**config.mk**
```make
export PLATFORM = sky130hd
export DESIGN_NAME = inv_add_round_key_stage
export DESIGN_NICKNAME = d
export VERILOG_FILES = /design/src/rtl/inv_add_round_key_stage.sv
export SDC_FILE = /design/constraint.sdc
export NUM_CORES = 1
export LEC_CHECK = 0
export ABC_AREA = 0
export CAP_MARGIN = 20
export CORE_MARGIN = 3
export CORE_UTILIZATION = 30
export DETAILED_ROUTE_END_ITERATION = 16
export HOLD_SLACK_MARGIN = 0.02
export PLACE_DENSITY = 0.6
export SLEW_MARGIN = 40
export SYNTH_ARGS = -nofsm -noshare
export SYNTH_HDL_FRONTEND = slang
export SYNTH_SLANG_ARGS = --single-unit
```
**constraint.sdc**
```tcl
create_clock -name clk -period 6.9 [get_ports clk]
set_input_delay 0.69 -clock clk [delete_from_list [all_inputs] [get_ports clk]]
set_output_delay 0.69 -clock clk [all_outputs]
set_load 0.02 [all_outputs]
```
**src/rtl/inv_add_round_key_stage.sv**
```systemverilog
// -----------------------------------------------------------------------------
// inv_add_round_key_stage
//
// Registered AddRoundKey stage of the iterative AES decryption datapath, placed
// directly upstream of inverse_mix_column. Each accepted beat is XORed with its
// round key and tagged with its round index. The tag also says whether the
// inverse mix-column step applies and whether the beat closes its block.
// A main register plus a skid register let the stage take one more beat while
// downstream stalls, so back-pressure never drops or duplicates a beat.
//
// Parameters:
//   NR  number of cipher rounds (10/12/14); first beat of a block is round NR
//   RW  width of the round index fields (2^RW > NR)
//
// Ports:
//   clk         rising-edge clock
//   rst_n       asynchronous active-low reset
//   in_valid    input beat valid
//   in_ready    stage can accept a beat (registered, = !skid valid)
//   in_first    beat is the first of a block (round NR key)
//   state_in    128-bit state word, byte 0 in [127:120]
//   round_key   128-bit round key, same byte order
//   out_valid   output beat valid
//   out_ready   downstream accepts beat
//   state_out   state_in XOR round_key
//   out_round   round index of the beat (NR down to 0)
//   out_mix_en  route beat through inverse_mix_column (1 <= round <= NR-1)
//   out_last    final beat of block (round 0)
//   busy        block in progress (round counter ACTIVE)
//   err_pulse   one-cycle pulse on a restart or an orphan beat
//   blk_count   [15:0] completed blocks consumed downstream, wraps at 0xFFFF
//               (present only when INV_ARK_BLKCNT_EN is defined)
//
// Optional feature macro: INV_ARK_BLKCNT_EN
// -----------------------------------------------------------------------------
module inv_add_round_key_stage #(
    parameter int NR = 10,
    parameter int RW = 4
) (
    input  logic          clk,
    input  logic          rst_n,
    input  logic          in_valid,
    output logic          in_ready,
    input  logic          in_first,
    input  logic [127:0]  state_in,
    input  logic [127:0]  round_key,
    output logic          out_valid,
    input  logic          out_ready,
    output logic [127:0]  state_out,
    output logic [RW-1:0] out_round,
    output logic          out_mix_en,
    output logic          out_last,
    output logic          busy,
    output logic          err_pulse
`ifdef INV_ARK_BLKCNT_EN
    ,
    output logic [15:0]   blk_count
`endif
);

    localparam logic [RW-1:0] ROUND_NR   = RW'(NR);
    localparam logic [RW-1:0] ROUND_NEXT = RW'(NR - 1);

    typedef enum logic {
        IDLE,
        ACTIVE
    } ctr_state_e;

    typedef struct packed {
        logic [127:0]  state;
        logic [RW-1:0] round;
        logic          mix_en;
        logic          last;
    } beat_t;

    // Round counter
    ctr_state_e    ctr_q, ctr_d;
    logic [RW-1:0] cnt_q, cnt_d;
    logic          err_q, err_d;

    // Two-entry buffer
    logic  main_valid_q, main_valid_d;
    logic  skid_valid_q, skid_valid_d;
    beat_t main_q, main_d;
    beat_t skid_q, skid_d;

    logic          accept;
    logic          push;
    logic [RW-1:0] new_round;
    beat_t         new_beat;
    logic          main_free;

    assign accept    = in_valid && in_ready;
    // Main register can take a new entry when it is empty or being consumed now.
    assign main_free = !main_valid_q || out_ready;

    // -------------------------------------------------------------------------
    // Round tagging and counter next state
    // -------------------------------------------------------------------------
    always_comb begin
        // NOTE: every variable gets a default before any branch, so no path
        // leaves one unassigned and no latch is inferred.
        ctr_d     = ctr_q;
        cnt_d     = cnt_q;
        err_d     = 1'b0;
        push      = 1'b0;
        new_round = '0;

        if (accept) begin
            if (in_first) begin
                // Start of a block; arriving while ACTIVE abandons the old one.
                push      = 1'b1;
                new_round = ROUND_NR;
                cnt_d     = ROUND_NEXT;
                ctr_d     = ACTIVE;
                err_d     = (ctr_q == ACTIVE);
            end else if (ctr_q == ACTIVE) begin
                push      = 1'b1;
                new_round = cnt_q;
                if (cnt_q == '0) begin
                    ctr_d = IDLE;
                end else begin
                    cnt_d = cnt_q - 1'b1;
                end
            end else begin
                // Orphan beat: handshake completes but the beat is dropped.
                err_d = 1'b1;
            end
        end

        new_beat.state  = state_in ^ round_key;
        new_beat.round  = new_round;
        new_beat.mix_en = (new_round != '0) && (new_round != ROUND_NR);
        new_beat.last   = (new_round == '0);
    end

    // -------------------------------------------------------------------------
    // Skid buffer next state
    // -------------------------------------------------------------------------
    always_comb begin
        main_valid_d = main_valid_q;
        skid_valid_d = skid_valid_q;
        main_d       = main_q;
        skid_d       = skid_q;

        if (main_free) begin
            if (skid_valid_q) begin
                // in_ready is low whenever skid is full, so no new beat can
                // arrive this cycle; the skid entry simply advances.
                main_valid_d = 1'b1;
                main_d       = skid_q;
                skid_valid_d = 1'b0;
            end else begin
                main_valid_d = push;
                if (push) begin
                    main_d = new_beat;
                end
            end
        end else if (push) begin
            skid_valid_d = 1'b1;
            skid_d       = new_beat;
        end
    end

    // -------------------------------------------------------------------------
    // State registers
    // -------------------------------------------------------------------------
    // NOTE: sequential state uses non-blocking assignments so every flop samples
    // the pre-edge values regardless of block evaluation order.
    always_ff @(posedge clk or negedge rst_n) begin
        if (!rst_n) begin
            ctr_q        <= IDLE;
            cnt_q        <= '0;
            err_q        <= 1'b0;
            main_valid_q <= 1'b0;
            skid_valid_q <= 1'b0;
            main_q       <= '0;
        end else begin
            ctr_q        <= ctr_d;
            cnt_q        <= cnt_d;
            err_q        <= err_d;
            main_valid_q <= main_valid_d;
            skid_valid_q <= skid_valid_d;
            main_q       <= main_d;
        end
    end

    // NOTE: the skid payload is never observed unless skid_valid_q is set, so it
    // carries no reset; only the valid flag has to be cleared.
    always_ff @(posedge clk) begin
        skid_q <= skid_d;
    end

`ifdef INV_ARK_BLKCNT_EN
    logic [15:0] blk_q;

    always_ff @(posedge clk or negedge rst_n) begin
        if (!rst_n) begin
            blk_q <= '0;
        end else if (main_valid_q && out_ready && main_q.last) begin
            blk_q <= blk_q + 16'd1;
        end
    end

    assign blk_count = blk_q;
`endif

    // -------------------------------------------------------------------------
    // Outputs
    // -------------------------------------------------------------------------
    assign in_ready   = !skid_valid_q;
    assign out_valid  = main_valid_q;
    assign state_out  = main_q.state;
    assign out_round  = main_q.round;
    assign out_mix_en = main_q.mix_en;
    assign out_last   = main_q.last;
    assign busy       = (ctr_q == ACTIVE);
    assign err_pulse  = err_q;

endmodule

```
==> flow_summary_export.csv, run 1 <==
group,metric,value,unit
timing,whs,135,ps
clocking,post_cts_buffers,0,
drt,ant_nets,0,
timing,slew_viol_final,0,
pwr,p_leak,8.12,nW
drt,wl_per_cell,16.8,um
floorplanning,die-area,43800,um^2
floorplanning,num_rows,73,
pwr,combPwrFrac,33.6,%
drt,drtPass1Iterations,4,
clocking,clkTransAtPathRegs,60,ps
synthesis,avgSynthCellArea,13.8,um^2
drt,via_count,7916,
timing,timing.final.setup_violations,0,
clocking,clk_latency,550,ps
synthesis,synth_warnings,0,
clocking,cts.repair.resized,0,
floorplanning,fp.dieH,209,um
timing,fmax,331,MHz
timing,setup_slack,3880,ps
placement,hpwl,21900,um
global_routing,grt_pass1_vias,8490,
drt,drt_wl_total,31000,um
run,cap_violations,0,
critical_path,worstSetupPathType,"in -> reg",
clocking,cts_tree,"yes",
timing,fin_skew,9.25,ps
final_layout,diodes,0,
clocking,cts_buffers,31,
floorplanning,die_w,209,um
critical_path,cp_data_required_time,7130,ps
worst_hold_path,hold_class,"in -> async",
timing,post-route-period-util,43.8,%
timing,grt_setup_unrepaired,"no",
floorplanning,pin_count,399,
timing,period_needed,3020,ps
placement,pre_cts_ws,3190,ps
clocking,cts_sinks,276,
global_routing,grt_use_total,13.7,%
final_layout,syn_to_final_growth,45.5,%
synthesis,synth.distinct_cells,36,
pwr,seqPwrFrac,39.0,%
final_layout,nNetsFinal,1564,
drt,drc,0,
pwr,p_sw_share,31.7,%
global_routing,grt_max_degree,84,
synthesis,ys_ff_latch,276,
pwr,intPower,4.07,mW
placement,io_buffers,398,
floorplanning,start_util,30.7,%
drt,initialDrtViolationCount,212,
pwr,ir_drop,168,uV
synthesis,netlist_area,12400,um^2
floorplanning,core,40300,um^2
global_routing,antenna_found_initial,0,
timing,hold_viol_final,0,
timing,fin_tns_setup,0,ps
global_routing,grt_pass1_wl,48400,um
synthesis,synth_cells,895,
critical_path,critPathLaunchType,"input port",
pwr,p_sw,1.89,mW
final_layout,layout-drive-gt1-share,4.46,%
clocking,ctsLongestPathBuffers,3,
critical_path,arrival,3250,ps
critical_path,critPathCaptureType,"flop",
clocking,cts_hold_buf,0,
timing,worstMarginPinSlew,709,ps
pwr,power_frac_clock,27.4,%
critical_path,worst-path-max-fanout,42,
clocking,cts_max_level,1,
final_layout,final_util,44.7,%
global_routing,overflow,0,
final_layout,fillers,3713,
clocking,cts_root_buffer,"clkbuf_16",
drt,via_per_inst,4.28,
pwr,p_per_area,330,nW/um^2
synthesis,ys_seq_area_share,61.2,%
final_layout,regArea,7580,um^2
placement,place.gp.congestion,0.739,
timing,relSlewSlack,52.7,%
final_layout,multiInputGateArea,4130,um^2
run_status,status,"completed",
pwr,total_power,5.95,mW
synthesis,syn-num-nets,1159,
metrics by stage:
step                      std cells  cell area [um^2]
final                          1849             18000
after floorplan                 895             12400
after CTS                      1848             18000
after global placement         1789             16900
after detailed placement       1791             17000
after global routing           1849             18000
path summary, 6_finish.rpt:
path | start | endpoint | slack [ps] | cells after the start
max | in_first | skid_q[51] | 3880 | 7
min | rst_n | cnt_q[0] | 140 | 1
max reg2reg | busy | skid_q[51] | 4290 | 6
min reg2reg | out_round[3] | out_round[3] | 480 | 1
max in group asynchronous | rst_n | state_out[12] | 5700 | 2
min in group clk | out_round[3] | out_round[3] | 480 | 1
cell type report:
cell class	count	share of cell area, %
Multi-Input combinational cell	449	22.9
Tap cell	525	3.65
Timing Repair Buffer	407	22.9
Inverter	135	2.84
Clock buffer	49	5.12
Sequential cell	276	42.0
Clock inverter	8	0.486
layer usage:
| layer | GRT usage [%] | vias to the layer above | part of all wire, % |
|---|---|---|---|
| met5 | 0 | - | 0 |
| met4 | 2.89 | 0 | 1.6 |
| met3 | 4.11 | 37 | 7.8 |
| met2 | 22.8 | 268 | 47 |
| met1 | 17.9 | 3779 | 44 |
| li1 | - | 3832 | - |
power groups by stage:
stage | sequential [mW] | combinational [mW] | clock, mW
final | 2.32 | 2.00 | 1.63
after global routing | 2.37 | 2.16 | 1.76
after CTS | 2.33 | 2.04 | 1.70
after detailed placement | 2.35 | 2.04 | 0
after global placement | 2.34 | 2.00 | 0
after floorplan | 2.69 | 0.646 | 0
flip-flops by register name, summed over array words and instances, names as in the netlist:
register / cells
out_mix_en: 1
out_valid: 1
busy: 1
out_last: 1
cnt_q: 4
state_out: 128
skid_q: 134
skid_valid_q: 1
err_pulse: 1
out_round: 4
Yosys cell counts (all sizes together):
library cell,number,area (um^2)
nor2,9,33.8
nor4,1,6.26
nand3b,1,7.51
or2b,1,7.51
edfxtp,134,4020
nor2b,4,25.0
o21ai,4,20.0
a21oi,4,20.0
o311ai,2,17.5
o21a,1,7.51
mux2i,256,2560
nand2,8,30.0
and4bb,1,12.5
nand2b,2,12.5
nand3,1,5.00
dfrtp,142,3550
a31oi,1,6.26
ha,3,37.5
or3b,2,17.5
or4,1,7.51
buf,29,160
mux2,4,45.0
clkbuf,6,22.5
o221ai,1,8.76
nor3,2,10.0
nor3b,2,15.0
inv,135,507
o31a,2,17.5
a22o,2,17.5
and2,2,12.5
o2bb2ai,2,17.5
a311oi,1,8.76
xor2,129,1130
critical path, stage by stage:
cell             delay [ps]
clkdlybuf4s50_1         660
inv_1                   100
ha_1                    240
or3b_1                  490
nor2_4                  380
buf_4                   360
buf_12                  280
layout by cell type (no fill, tap or decap), types with 8 or more instances in the layout:
cell type | synthesis | layout
clkdlybuf4s50_1 | 0 | 397
mux2i_1 | 256 | 256
dfrtp_1 | 142 | 142
inv_1 | 134 | 134
edfxtp_1 | 134 | 134
xor2_1 | 129 | 129
clkbuf_16 | 0 | 31
clkbuf_1 | 6 | 10
nor2_1 | 9 | 8
nand2_1 | 8 | 8
clkbuf_8 | 0 | 8
cell families after synthesis:
family	synth area share, %
AO/OA/AOI/OAI	1.14
XOR/XNOR	9.12
adder cells (fa/ha/maj)	0.303
buffers and inverters	5.57
flip-flops	61.2
multiplexers	21.1
AND/OR/NAND/NOR	1.64
No activity file was read; power rests on OpenSTA's default activity.
==> run 2: changes to the inputs <==
- clock period: 6.9 -> 2.57 ns (I/O delays scaled with it)
==> flow_summary_export.csv, run 2 (synthesized netlist as in run 1, its figures left out) <==
group,metric,value,unit
run_status,status,"completed",
timing,post-route-period-util,93.3,%
timing,slew_viol_final,0,
final_layout,diodes,0,
placement,place.gp.congestion,0.780,
pwr,total_power,16.0,mW
global_routing,overflow,0,
floorplanning,fp.dieH,209,um
floorplanning,start_util,30.7,%
global_routing,grt_pass1_vias,8486,
final_layout,most-common-layout-cells,"397 x clkdlybuf4s50_1, 256 x mux2i_1, 141 x dfrtp_1",
clocking,ctsLongestPathBuffers,3,
timing,fmax,417,MHz
floorplanning,die_w,209,um
critical_path,worstSetupPathType,"reg -> out",
timing,fin_skew,15.7,ps
drt,via_per_inst,4.29,
floorplanning,core,40300,um^2
final_layout,nNetsFinal,1584,
drt,drc,0,
placement,pre_cts_ws,183,ps
timing,hold_viol_final,0,
timing,worstMarginPinSlew,649,ps
clocking,clkTransAtPathRegs,60,ps
clocking,cts_tree,"yes",
final_layout,regArea,7580,um^2
final_layout,largest_register_ffs,134,
run,cap_violations,0,
timing,fin_tns_setup,0,ps
timing,timing.final.setup_violations,0,
critical_path,r2r_setup_slack,590,ps
final_layout,final_util,45.3,%
final_layout,fillers,3693,
floorplanning,die-area,43800,um^2
final_layout,syn_to_final_growth,47.2,%
pwr,p_per_area,877,nW/um^2
clocking,clk_latency,550,ps
drt,initialDrtViolationCount,265,
floorplanning,num_rows,73,
drt,drtPass1Iterations,4,
critical_path,critPathLaunchType,"flop",
critical_path,arrival,2140,ps
drt,drt_wl_total,31300,um
final_layout,multiInputGateArea,4150,um^2
drt,via_count,8019,
placement,hpwl,22800,um
pwr,ir_drop,509,uV
clocking,cts_max_level,1,
timing,setup_slack,173,ps
clocking,cts_root_buffer,"clkbuf_16",
drt,ant_nets,0,
final_layout,top_register,"skid_q",
drt,wl_per_cell,16.7,um
clocking,cts_sinks,276,
global_routing,grt_use_total,13.8,%
timing,grt_setup_unrepaired,"no",
timing,relSlewSlack,56.7,%
critical_path,critPathCaptureType,"output port",
clocking,cts_buffers,30,
critical_path,cp_data_required_time,2310,ps
placement,io_buffers,398,
final_layout,final_common_cell,"clkdlybuf4s50_1",
global_routing,grt_pass1_wl,48400,um
critical_path,worst-path-max-fanout,19,
final_layout,layout-drive-gt1-share,6.10,%
global_routing,grt_max_degree,64,
pwr,p_leak,8.22,nW
timing,period_needed,2400,ps
floorplanning,pin_count,399,
global_routing,antenna_found_initial,0,
worst_hold_path,hold_class,"in -> async",
==> run 2: metrics by stage <==
stage / cells / hold slack, ps / instance area (um^2)
after floorplan: 895 / -38.6 / 12400
after global placement: 1812 / 283 / 17200
after detailed placement: 1812 / 296 / 17200
after CTS: 1869 / 270 / 18200
after global routing: 1869 / 303 / 18200
final: 1869 / 242 / 18200
==> run 2: final cells by class <==
class,count,area share (%)
clock buffer,45,4.76
clock inverter,11,0.638
inverter,135,2.81
multi-input combinational,449,22.7
sequential,276,41.6
tap,525,3.60
timing repair buffer,428,23.9
==> run 2: critical path, stage by stage, from the launching register on <==
cell and delay, ps:
dfrtp_1 490, buf_4 220, inv_6 210, clkdlybuf4s50_1 670
==> run 2: metal layers <==
metal,vias up,GRT usage (%),share of wire [%]
li1,3869,-,-
met1,3832,17.9,43
met2,278,22.7,47
met3,40,4.35,8.5
met4,0,3.09,1.7
met5,-,0,0
==> run 2: final timing paths <==
check                              from              to  cells past startpoint
setup / recovery           skid_valid_q        in_ready                      3
hold / removal                    rst_n   state_out[82]                      2
setup reg to reg                   busy      skid_q[29]                      5
hold reg to reg            out_round[3]    out_round[3]                      1
max in group asynchronous         rst_n  state_out[116]                      3
min in group clk           state_in[51]      skid_q[57]                      2
==> run 2: where the power goes <==
group	switching, mW	internal [mW]
sequential	0.565	5.69
clock	1.74	2.53
combinational	2.81	2.66
total	5.11	10.9
==> run 2: repair_timing <==
| action | 4_1_cts | 5_1_grt |
|---|---|---|
| buffers inserted | 0 | 0 |
| hold buffers | 1 | 0 |
| gates resized for setup | 0 | 0 |
| hold endpoints to repair | 50 | 0 |
